<file path="config.mk">
export PLATFORM = sky130hd
export DESIGN_NAME = imm_gen_pipe
export DESIGN_NICKNAME = d
export VERILOG_FILES = /design/src/rtl/imm_gen_pipe.sv
export SDC_FILE = /design/constraint.sdc
export NUM_CORES = 1
export LEC_CHECK = 0
export ABC_CLOCK_PERIOD_IN_PS = 10100
export CORE_UTILIZATION = 49
export CTS_CLUSTER_SIZE = 24
export DETAILED_ROUTE_END_ITERATION = 10
export PLACE_DENSITY = 0.86
export SLEW_MARGIN = 20
export SYNTH_ARGS = -nofsm -noshare
export SYNTH_HDL_FRONTEND = slang
export SYNTH_SLANG_ARGS = --single-unit
</file>
<file path="constraint.sdc">
create_clock -name clk -period 10.1 [get_ports clk]
set_input_delay 2.02 -clock clk [delete_from_list [all_inputs] [get_ports clk]]
set_output_delay 2.02 -clock clk [all_outputs]
set_load 0.005 [all_outputs]
</file>
<file path="src/rtl/imm_gen_pipe.sv">
// rtl/imm_gen_pipe.sv - pipelined RISC-V immediate generator with branch target and skid buffer
// Decodes format and immediate, adds PC, and queues results behind a valid/ready handshake.
module imm_gen_pipe #(
  parameter int XLEN  = 32,
  parameter int DEPTH = 2
) (
  input  logic            clk,
  input  logic            rst,
  input  logic            in_valid,
  output logic            in_ready,
  input  logic [31:0]     in_instr,
  input  logic [XLEN-1:0] in_pc,
  output logic            out_valid,
  input  logic            out_ready,
  output logic [XLEN-1:0] out_imm,
  output logic [2:0]      out_fmt,
  output logic            out_illegal,
  output logic [XLEN-1:0] out_target,
  output logic [XLEN-1:0] out_pc
);

  typedef struct packed {
    logic [XLEN-1:0] imm;
    logic [2:0]      fmt;
    logic            illegal;
    logic [XLEN-1:0] target;
    logic [XLEN-1:0] pc;
  } entry_t;

  localparam logic [2:0] FMT_R   = 3'd0;
  localparam logic [2:0] FMT_I   = 3'd1;
  localparam logic [2:0] FMT_S   = 3'd2;
  localparam logic [2:0] FMT_B   = 3'd3;
  localparam logic [2:0] FMT_U   = 3'd4;
  localparam logic [2:0] FMT_J   = 3'd5;
  localparam logic [2:0] FMT_ILL = 3'd7;

  logic [31:0]     imm32;
  logic [2:0]      fmt;
  logic            illegal;
  logic [XLEN-1:0] imm_x;
  entry_t          new_entry;

  always_comb begin
    imm32   = '0;
    fmt     = FMT_ILL;
    illegal = 1'b0;
    case (in_instr[6:0])
      7'b0000011, 7'b0010011, 7'b1100111, 7'b0011011: begin
        fmt   = FMT_I;
        imm32 = {{20{in_instr[31]}}, in_instr[31:20]};
      end
      7'b0100011: begin
        fmt   = FMT_S;
        imm32 = {{20{in_instr[31]}}, in_instr[31:25], in_instr[11:7]};
      end
      7'b1100011: begin
        fmt   = FMT_B;
        imm32 = {{20{in_instr[31]}}, in_instr[7], in_instr[30:25], in_instr[11:8], 1'b0};
      end
      7'b0110111, 7'b0010111: begin
        fmt   = FMT_U;
        imm32 = {in_instr[31:12], 12'h000};
      end
      7'b1101111: begin
        fmt   = FMT_J;
        imm32 = {{12{in_instr[31]}}, in_instr[19:12], in_instr[20], in_instr[30:21], 1'b0};
      end
      7'b0110011, 7'b0111011, 7'b0001111, 7'b1110011: begin
        fmt   = FMT_R;
        imm32 = '0;
      end
      default: begin
        fmt     = FMT_ILL;
        illegal = 1'b1;
        imm32   = '0;
      end
    endcase
  end

  // Every 32-bit immediate (U included) extends from its bit 31 on RV64.
  generate
    if (XLEN == 64) begin : g_sext64
      assign imm_x = {{32{imm32[31]}}, imm32};
    end else begin : g_sext32
      assign imm_x = imm32;
    end
  endgenerate

  always_comb begin
    new_entry         = '0;
    new_entry.imm     = imm_x;
    new_entry.fmt     = fmt;
    new_entry.illegal = illegal;
    new_entry.target  = in_pc + imm_x;
    new_entry.pc      = in_pc;
  end

  logic [1:0] count_q, count_d;
  entry_t     head_q, head_d;
  entry_t     second_q, second_d;
  logic       push, pop;

  assign out_valid = (count_q != 2'd0);

  generate
    if (DEPTH == 1) begin : g_depth1
      assign in_ready = !out_valid || out_ready;
    end else begin : g_depth2
      assign in_ready = (count_q != 2'd2);
    end
  endgenerate

  assign push = in_valid && in_ready;
  assign pop  = out_valid && out_ready;

  always_comb begin
    count_d  = count_q;
    head_d   = head_q;
    second_d = second_q;
    case ({push, pop})
      2'b10: begin
        if (count_q == 2'd0) begin
          head_d = new_entry;
        end else begin
          second_d = new_entry;
        end
        count_d = count_q + 2'd1;
      end
      2'b01: begin
        // Head register is left untouched when draining the last entry.
        if (count_q == 2'd2) begin
          head_d = second_q;
        end
        count_d = count_q - 2'd1;
      end
      2'b11: begin
        if (count_q == 2'd2) begin
          head_d   = second_q;
          second_d = new_entry;
        end else begin
          head_d = new_entry;
        end
      end
      default: begin
        count_d = count_q;
      end
    endcase
  end

  always_ff @(posedge clk) begin
    if (rst) begin
      count_q  <= '0;
      head_q   <= '0;
      second_q <= '0;
    end else begin
      count_q  <= count_d;
      head_q   <= head_d;
      second_q <= second_d;
    end
  end

  assign out_imm     = head_q.imm;
  assign out_fmt     = head_q.fmt;
  assign out_illegal = head_q.illegal;
  assign out_target  = head_q.target;
  assign out_pc      = head_q.pc;

endmodule

</file>
==> out/metrics.yaml, run 1 <==
status: "completed"
max-vdd-ir-drop_mv: 0.198
rsz0062_at_grt: "false"
cts.repair.resized: 0
static-leakage-power_nw: 4.95
cts_hold_buf: 0
number_of_enable_flip_flop_cells_after_synthesis: 0
setup_total_negative_slack_ns: 0
setup_ws_ns: 4.14
relSlewSlack_pct: 20.0
antennaDiodeCount: 0
worstSetupPathDepth: 16
r2r-start: "count_q[0]"
timing_hold_violations_final: 0
cp_cell_sequence: "clkdlybuf4s50_1 > nor2b_1 > nor4b_4 > nand2_1 > o21ai_0 > ha_1 > inv_1 > fa_1 > nor2b_1 > o2111ai_1 > nand4_1 > a21o_2 > a21oi_2 > o31a_1 > or4_1 > nand3_1"
clkSlewWorstSetupHoldPaths_ns: 0.06
cp.buffers_inverters: 2
max_cap_viol_count: 0
rows: 52
yosys_register_bits: 202
die_w_um: 146
crit_required_ns: 10.54
actual_slew_at_the_worst_max_slew_pin_ns: 1.20
drt.antenna.violating_nets: 0
wl_um: 31000
finalNetCount: 1476
synthCells: 1271
fin_crit_sh_pct: 59.0
grt_pass1_wl_um: 49300
worst_path_dominant_cell_family: "simple AND/OR/NAND/NOR gates"
critical_path.startpoint_type: "input port"
antenna_violations_before_repair: 0
clk_latency_ns: 0.50
place_worst_setup_slack_ns: 3.72
synth_top_flop_cell: "sky130_fd_sc_hd__dfxtp_1"
slowest_delay_ns: 0.69
yosys_warnings: 0
grt.total_usage_pct: 28.3
max-clock-path-buffers: 3
internal-power_mw: 2.14
areaGrowthSynthToFinish_pct: 23.3
max_freq_ghz: 0.168
die_area_um2: 21400
clock_skew_ns: 0.00566
clock_root_buffer: "sky130_fd_sc_hd__clkbuf_16"
timing.final.crit_period_ns: 5.96
pins_over_slew_limit: 0
placed_area_um2: 11800
worstSetupPathType: "input port to register"
timing.critical_path.from: "in_instr[5]"
power_density_nw_per_um2: 271
die_height_um: 146
r2r_end: "second_q[61]"
post-cts-setup-buffer-count: 0
worst_r2r_path_depth: 10
crit_path_top_delay_cell: "sky130_fd_sc_hd__clkdlybuf4s50_1"
final_area_um2: 12600
async_flop_share_pct: 0
synth.net_count: 1374
floorplan.initialDensity_pct: 50.2
io-pin-count: 170
sequential_share_of_power_pct: 35.6
num_vias: 10100
cp_max_fo: 10
fin_worst_hold_slack_ns: 0.454
wire_per_inst_um: 18.7
grt_start_max_net_pins: 108
critPathArrivalTime_ns: 6.40
clock_power_share_pct: 23.3
route.detailed.vias_per_inst: 6.09
mappedNetlistArea_um2: 10200
timing.reg2reg.setup_slack_ns: 6.77
dpl_wire_length_um: 20700
switch_share_pct: 37.1
cp_capture_type: "register"
tritoncts_num_sinks: 202
drive_above_1_share_pct: 5.84
synth.yosys.seq_area_share_pct: 39.7
drt_pre_antenna_iters: 6
crit_top_cell: "sky130_fd_sc_hd__nor2b_1"
core_um2: 20300
fin_total_pwr_mw: 3.41
worst_hold_path_type: "register to register"
power_switching_mw: 1.27
place.gp.congestion: 0.922
endpoint_of_the_worst_setup_timing_path: "second_q[60]"
mean_instance_size_in_the_synthesized_netlist_um2: 8.02
final-setup-viol-count: 0
grt_pass1_vias: 9308
yosysUniqueCellTypes: 78
power_frac_comb_pct: 41.1
port-buffer-count: 169
drtIter0Drc: 1030
globalRoute.totalOverflow: 0
drc: 0
cts_tree: "done"
numCtsBuffers: 22
ctsHtreeMaxLevel: 1
placed cells by master (no fill, tap or decap), drive strengths merged, types with 19 or more instances in the layout:
cell,count
a211oi,22
a21o,32
a21oi,112
a221oi,82
clkbuf,31
clkdlybuf4s50,168
dfxtp,202
ha,34
nand2,175
nand3,22
nor2,171
nor3,96
o21ai,55
xnor2,19
registers in the layout, indices dropped and copies added (netlist names):
| signal | flops |
|---|---|
| second_q | 100 |
| out_pc | 32 |
| count_q | 2 |
| out_imm | 32 |
| out_illegal | 1 |
| out_fmt | 3 |
| out_target | 32 |
through the flow:
step	std cells	util [%]
5_1_grt	1657	61.9
2_1_floorplan	1271	-
3_5_place_dp	1619	58.4
3_3_place_gp	1619	58.4
4_1_cts	1657	61.9
6_report	1657	61.9
worst min-delay path, cell delays in order (launching register included):
cell and delay [ns]:
sky130_fd_sc_hd__dfxtp_1 0.31, sky130_fd_sc_hd__nand2_1 0.05, sky130_fd_sc_hd__a21oi_1 0.05
synth_stat cells (3+ instances only):
master	instances	area share [%]
sky130_fd_sc_hd__o211ai_1	5	0.37
sky130_fd_sc_hd__nand3_1	22	1.1
sky130_fd_sc_hd__buf_2	10	0.49
sky130_fd_sc_hd__o31ai_1	3	0.22
sky130_fd_sc_hd__and2_1	8	0.49
sky130_fd_sc_hd__xor2_1	8	0.69
sky130_fd_sc_hd__nand3b_1	3	0.22
sky130_fd_sc_hd__a31oi_1	6	0.37
sky130_fd_sc_hd__buf_6	4	0.44
sky130_fd_sc_hd__nor2b_1	7	0.43
sky130_fd_sc_hd__or3_1	4	0.25
sky130_fd_sc_hd__ha_1	34	4.2
sky130_fd_sc_hd__a211oi_1	19	1.4
sky130_fd_sc_hd__o211a_1	4	0.39
sky130_fd_sc_hd__a21oi_1	109	5.4
sky130_fd_sc_hd__clkbuf_8	3	0.41
sky130_fd_sc_hd__xnor2_1	19	1.6
sky130_fd_sc_hd__nor3_1	96	4.7
sky130_fd_sc_hd__buf_1	6	0.22
sky130_fd_sc_hd__o21a_1	5	0.37
sky130_fd_sc_hd__nand4_1	8	0.49
sky130_fd_sc_hd__and3_1	3	0.18
sky130_fd_sc_hd__a21o_2	3	0.26
sky130_fd_sc_hd__nor4_1	3	0.18
sky130_fd_sc_hd__o22ai_1	6	0.37
sky130_fd_sc_hd__nand2_1	175	6.4
sky130_fd_sc_hd__a22o_1	3	0.26
sky130_fd_sc_hd__o21bai_1	3	0.22
sky130_fd_sc_hd__a221oi_1	80	6.9
sky130_fd_sc_hd__o21ai_1	7	0.34
sky130_fd_sc_hd__nor2_1	171	6.3
sky130_fd_sc_hd__a21o_1	29	2.1
sky130_fd_sc_hd__a22oi_1	7	0.52
sky130_fd_sc_hd__dfxtp_1	202	40
sky130_fd_sc_hd__clkbuf_1	72	2.7
sky130_fd_sc_hd__a211oi_2	3	0.37
sky130_fd_sc_hd__o21ai_2	3	0.26
sky130_fd_sc_hd__o21ai_0	45	2.2
sky130_fd_sc_hd__inv_1	18	0.66
sky130_fd_sc_hd__nand2b_1	5	0.31
metal layers:
metal / track usage, % / share of wire [%] / vias to the layer above
met5: 0 / 0 / -
met4: 11.5 / 3.9 / 0
met3: 4.41 / 7.5 / 71
met2: 46.7 / 48 / 456
met1: 36.9 / 41 / 4793
li1: - / - / 4768
logic make-up after synthesis:
group	after synthesis	share of synthesized area, %
AO/OA/AOI/OAI	362	24.8
multiplexers	4	0.417
AND/OR/NAND/NOR	522	22.9
XOR/XNOR	27	2.32
flip-flops	202	39.7
buffers and inverters	119	5.52
adder cells (fa/ha/maj)	35	4.37
how the worst min path moves through the flow:
stage | from | to | slack [ns] | depth (start not counted)
global route | second_q[7] | second_q[7] | 0.47 | 2
finish | second_q[75] | second_q[75] | 0.45 | 2
floorplan | second_q[47] | second_q[47] | 0.43 | 2
CTS | second_q[19] | second_q[19] | 0.45 | 2
global placement | second_q[47] | second_q[47] | 0.44 | 2
detailed placement | second_q[19] | second_q[19] | 0.45 | 2
power groups by stage:
| stage | Sequential, mW | Clock [mW] | Combinational [mW] |
|---|---|---|---|
| floorplan | 1.20 | 0 | 0.825 |
| global placement | 1.22 | 0 | 1.35 |
| detailed placement | 1.23 | 0 | 1.39 |
| CTS | 1.21 | 0.806 | 1.40 |
| global route | 1.24 | 0.840 | 1.54 |
| finish | 1.21 | 0.795 | 1.40 |
area by class of cell:
type                    instances  area, um2
clock buffers                  31        646
clock inverters                 7       71.3
fillers                      1795       7730
inverters                      18       67.6
multi-input cells             950       5630
flip-flops and latches        202       4040
well taps                     270        338
repair buffers                179       1770
No activity file was read; power rests on OpenSTA's default activity.
==> run 2, diff against run 1 <==
--- a/config.mk
+++ b/config.mk
@@ -5,11 +5,11 @@
 export SDC_FILE = /design/constraint.sdc
 export NUM_CORES = 1
 export LEC_CHECK = 0
-export ABC_CLOCK_PERIOD_IN_PS = 10100
+export ABC_CLOCK_PERIOD_IN_PS = 5200
 export CORE_UTILIZATION = 49
 export CTS_CLUSTER_SIZE = 24
 export DETAILED_ROUTE_END_ITERATION = 10
-export PLACE_DENSITY = 0.86
+export PLACE_DENSITY = 0.89
 export SLEW_MARGIN = 20
 export SYNTH_ARGS = -nofsm -noshare
 export SYNTH_HDL_FRONTEND = slang
==> constraint.sdc (replaced) <==
create_clock -name clk -period 5.2 [get_ports clk]
set_input_delay 1.04 -clock clk [delete_from_list [all_inputs] [get_ports clk]]
set_output_delay 1.04 -clock clk [all_outputs]
set_load 0.005 [all_outputs]
==> run 2 against run 1 <==
Clock skew fell by 0.00096 ns. Register-to-register slack worse by 4.7 ns. Non-clock buffer count is 25 higher. Via count grew 0.97%. Combinational power up 99%. Sequential share of layout area shrank 0.59 points. Final cell count grew 1.6%. Critical endpoint is now second_q[59]. Largest cell class unchanged.
==> out/metrics.yaml, run 2 (synthesis results as in run 1) <==
status: "completed"
setup_total_negative_slack_ns: 0  # unchanged
cts.repair.resized: 0  # unchanged
dpl_wire_length_um: 21800  # +5.5%
rows: 52  # unchanged
tritoncts_num_sinks: 202  # unchanged
clock_skew_ns: 0.00470  # -0.000956 ns
worstSetupPathType: "input port to register"
clkSlewWorstSetupHoldPaths_ns: 0.06  # about the same
critical_path.startpoint_type: "input port"
wl_um: 31000  # about the same
grt_pass1_vias: 9363  # +0.59%
rsz0062_at_grt: "false"
global_route.usage.met1_pct: 36.8  # -0.15 points
timing.final.crit_period_ns: 4.63
drt.antenna.violating_nets: 0  # unchanged
antennaDiodeCount: 0  # unchanged
drtIter0Drc: 998  # -3.1%
grt_start_max_net_pins: 68  # -37%
globalRouteMet2Util_pct: 44.8  # -1.9 points
fin_crit_sh_pct: 89.0
die_w_um: 146  # unchanged
top_usage_layer: "met2"
relSlewSlack_pct: 29.5  # +9.5 points
drt_pre_antenna_iters: 6  # unchanged
clk_latency_ns: 0.51  # about the same
max_cap_viol_count: 0  # unchanged
die_height_um: 146  # unchanged
port-buffer-count: 169  # unchanged
crit_required_ns: 5.57  # -4.97 ns
hold-path-cell-count: 2  # unchanged
io-pin-count: 170  # unchanged
drc: 0  # unchanged
static-leakage-power_nw: 5.09  # +2.8%
power_density_nw_per_um2: 523  # +93%
globalRouteMet3Util_pct: 4.44  # +0.031 points
max-vdd-ir-drop_mv: 0.282  # +43%
critPathArrivalTime_ns: 4.99  # -1.41 ns
ctsHtreeMaxLevel: 1  # unchanged
post-cts-setup-buffer-count: 0  # unchanged
timing.reg2reg.setup_slack_ns: 2.06  # -4.71 ns
drive_above_1_share_pct: 7.64  # +1.8 points
cp_max_fo: 8  # -2
finalNetCount: 1501  # +1.7%
final-setup-viol-count: 0  # unchanged
areaGrowthSynthToFinish_pct: 25.6
place.gp.congestion: 0.965  # +4.6%
num_vias: 10200  # +0.97%
wire_per_inst_um: 18.4  # -1.6%
layout.cells.most_common: "sky130_fd_sc_hd__dfxtp_1"
route.detailed.vias_per_inst: 6.05  # -0.59%
largest_register_ff_count: 100  # unchanged
final_util_pct: 63.1  # +1.2 points
cp_capture_type: "register"
worst_hold_path_type: "register to register"
globalRoute.totalOverflow: 0  # unchanged
floorplan.initialDensity_pct: 50.2  # unchanged
antenna_violations_before_repair: 0  # unchanged
core_um2: 20300  # unchanged
cts_tree: "done"
layout.cells.most_common_list: "202 x sky130_fd_sc_hd__dfxtp_1, 174 x sky130_fd_sc_hd__nand2_1, 170 x sky130_fd_sc_hd__nor2_1"
numCtsBuffers: 22  # unchanged
worst_r2r_path_depth: 11  # +1
timing_hold_violations_final: 0  # unchanged
die_area_um2: 21400  # unchanged
pins_over_slew_limit: 0  # unchanged
grt_pass1_wl_um: 48800  # -1.1%
max-clock-path-buffers: 3  # unchanged
max_freq_ghz: 0.216
actual_slew_at_the_worst_max_slew_pin_ns: 1.05  # -0.147 ns
regMostFlops: "second_q"
clock_root_buffer: "sky130_fd_sc_hd__clkbuf_16"
grt.total_usage_pct: 28.1  # -0.18 points
cts_hold_buf: 0  # unchanged
run 2: cell count changes in the layout (fill, tap and decap cells not counted), sizes merged:
cell | previous run | this run
buf | 11 | 36
clkbuf | 31 | 30
clkinv | 4 | 5
clkinvlp | 2 | 3
run 2: cell type report:
type | instances | area, um2
clock buffer | 30 | 642
multi-input combinational | 950 | 5630
fill | 1696 | 7500
sequential | 202 | 4040
clock inverter | 9 | 77.6
inverter | 18 | 67.6
tap | 270 | 338
timing repair buffer | 204 | 2000
run 2: routing by layer:
metal	vias up	part of all wire, %
met1	4751	40
met2	515	46
li1	4826	-
met5	-	0
met3	94	8.5
met4	0	4.8
run 2: report_power, final:
group | switching [mW] | internal, mW | total (mW) | leakage, nW
sequential | 0.289 | 2.07 | 2.36 | 1.66
combinational | 1.55 | 1.24 | 2.79 | 3.08
clock | 0.640 | 0.913 | 1.55 | 0.350
run 2: final timing paths:
path	start	endpoint
worst max register to register	count_q[0]	out_imm[12]
worst min register to register	second_q[14]	second_q[14]
worst min-delay path	second_q[14]	second_q[14]
worst max-delay path	in_instr[4]	second_q[59]
run 2: stage by stage:
step	setup WS (ns)	hold slack [ns]	power, mW	std cells	cell area (um2)
floorplan	0.960	0.432	3.94	1271	10200
global placement	0.300	0.441	5.07	1644	12100
detailed placement	0.174	0.446	5.14	1644	12100
CTS	0.655	0.454	6.70	1683	12800
global route	0.381	0.470	7.10	1683	12800
finish	0.574	0.457	6.70	1683	12800
run 2: critical path, stage by stage:
cell                              delay, ns
sky130_fd_sc_hd__clkdlybuf4s50_1       0.51
sky130_fd_sc_hd__nor2b_1               0.27
sky130_fd_sc_hd__nor4b_4               0.45
sky130_fd_sc_hd__o21a_1                0.48
sky130_fd_sc_hd__a21o_1                0.19
sky130_fd_sc_hd__ha_1                  0.32
sky130_fd_sc_hd__a21oi_1               0.26
sky130_fd_sc_hd__o211ai_1              0.16
sky130_fd_sc_hd__nand3b_1              0.14
sky130_fd_sc_hd__buf_4                 0.12
sky130_fd_sc_hd__a31oi_2               0.10
sky130_fd_sc_hd__a311oi_2              0.42
sky130_fd_sc_hd__o21ai_1               0.15
sky130_fd_sc_hd__xnor2_1               0.27
sky130_fd_sc_hd__o22ai_1               0.12
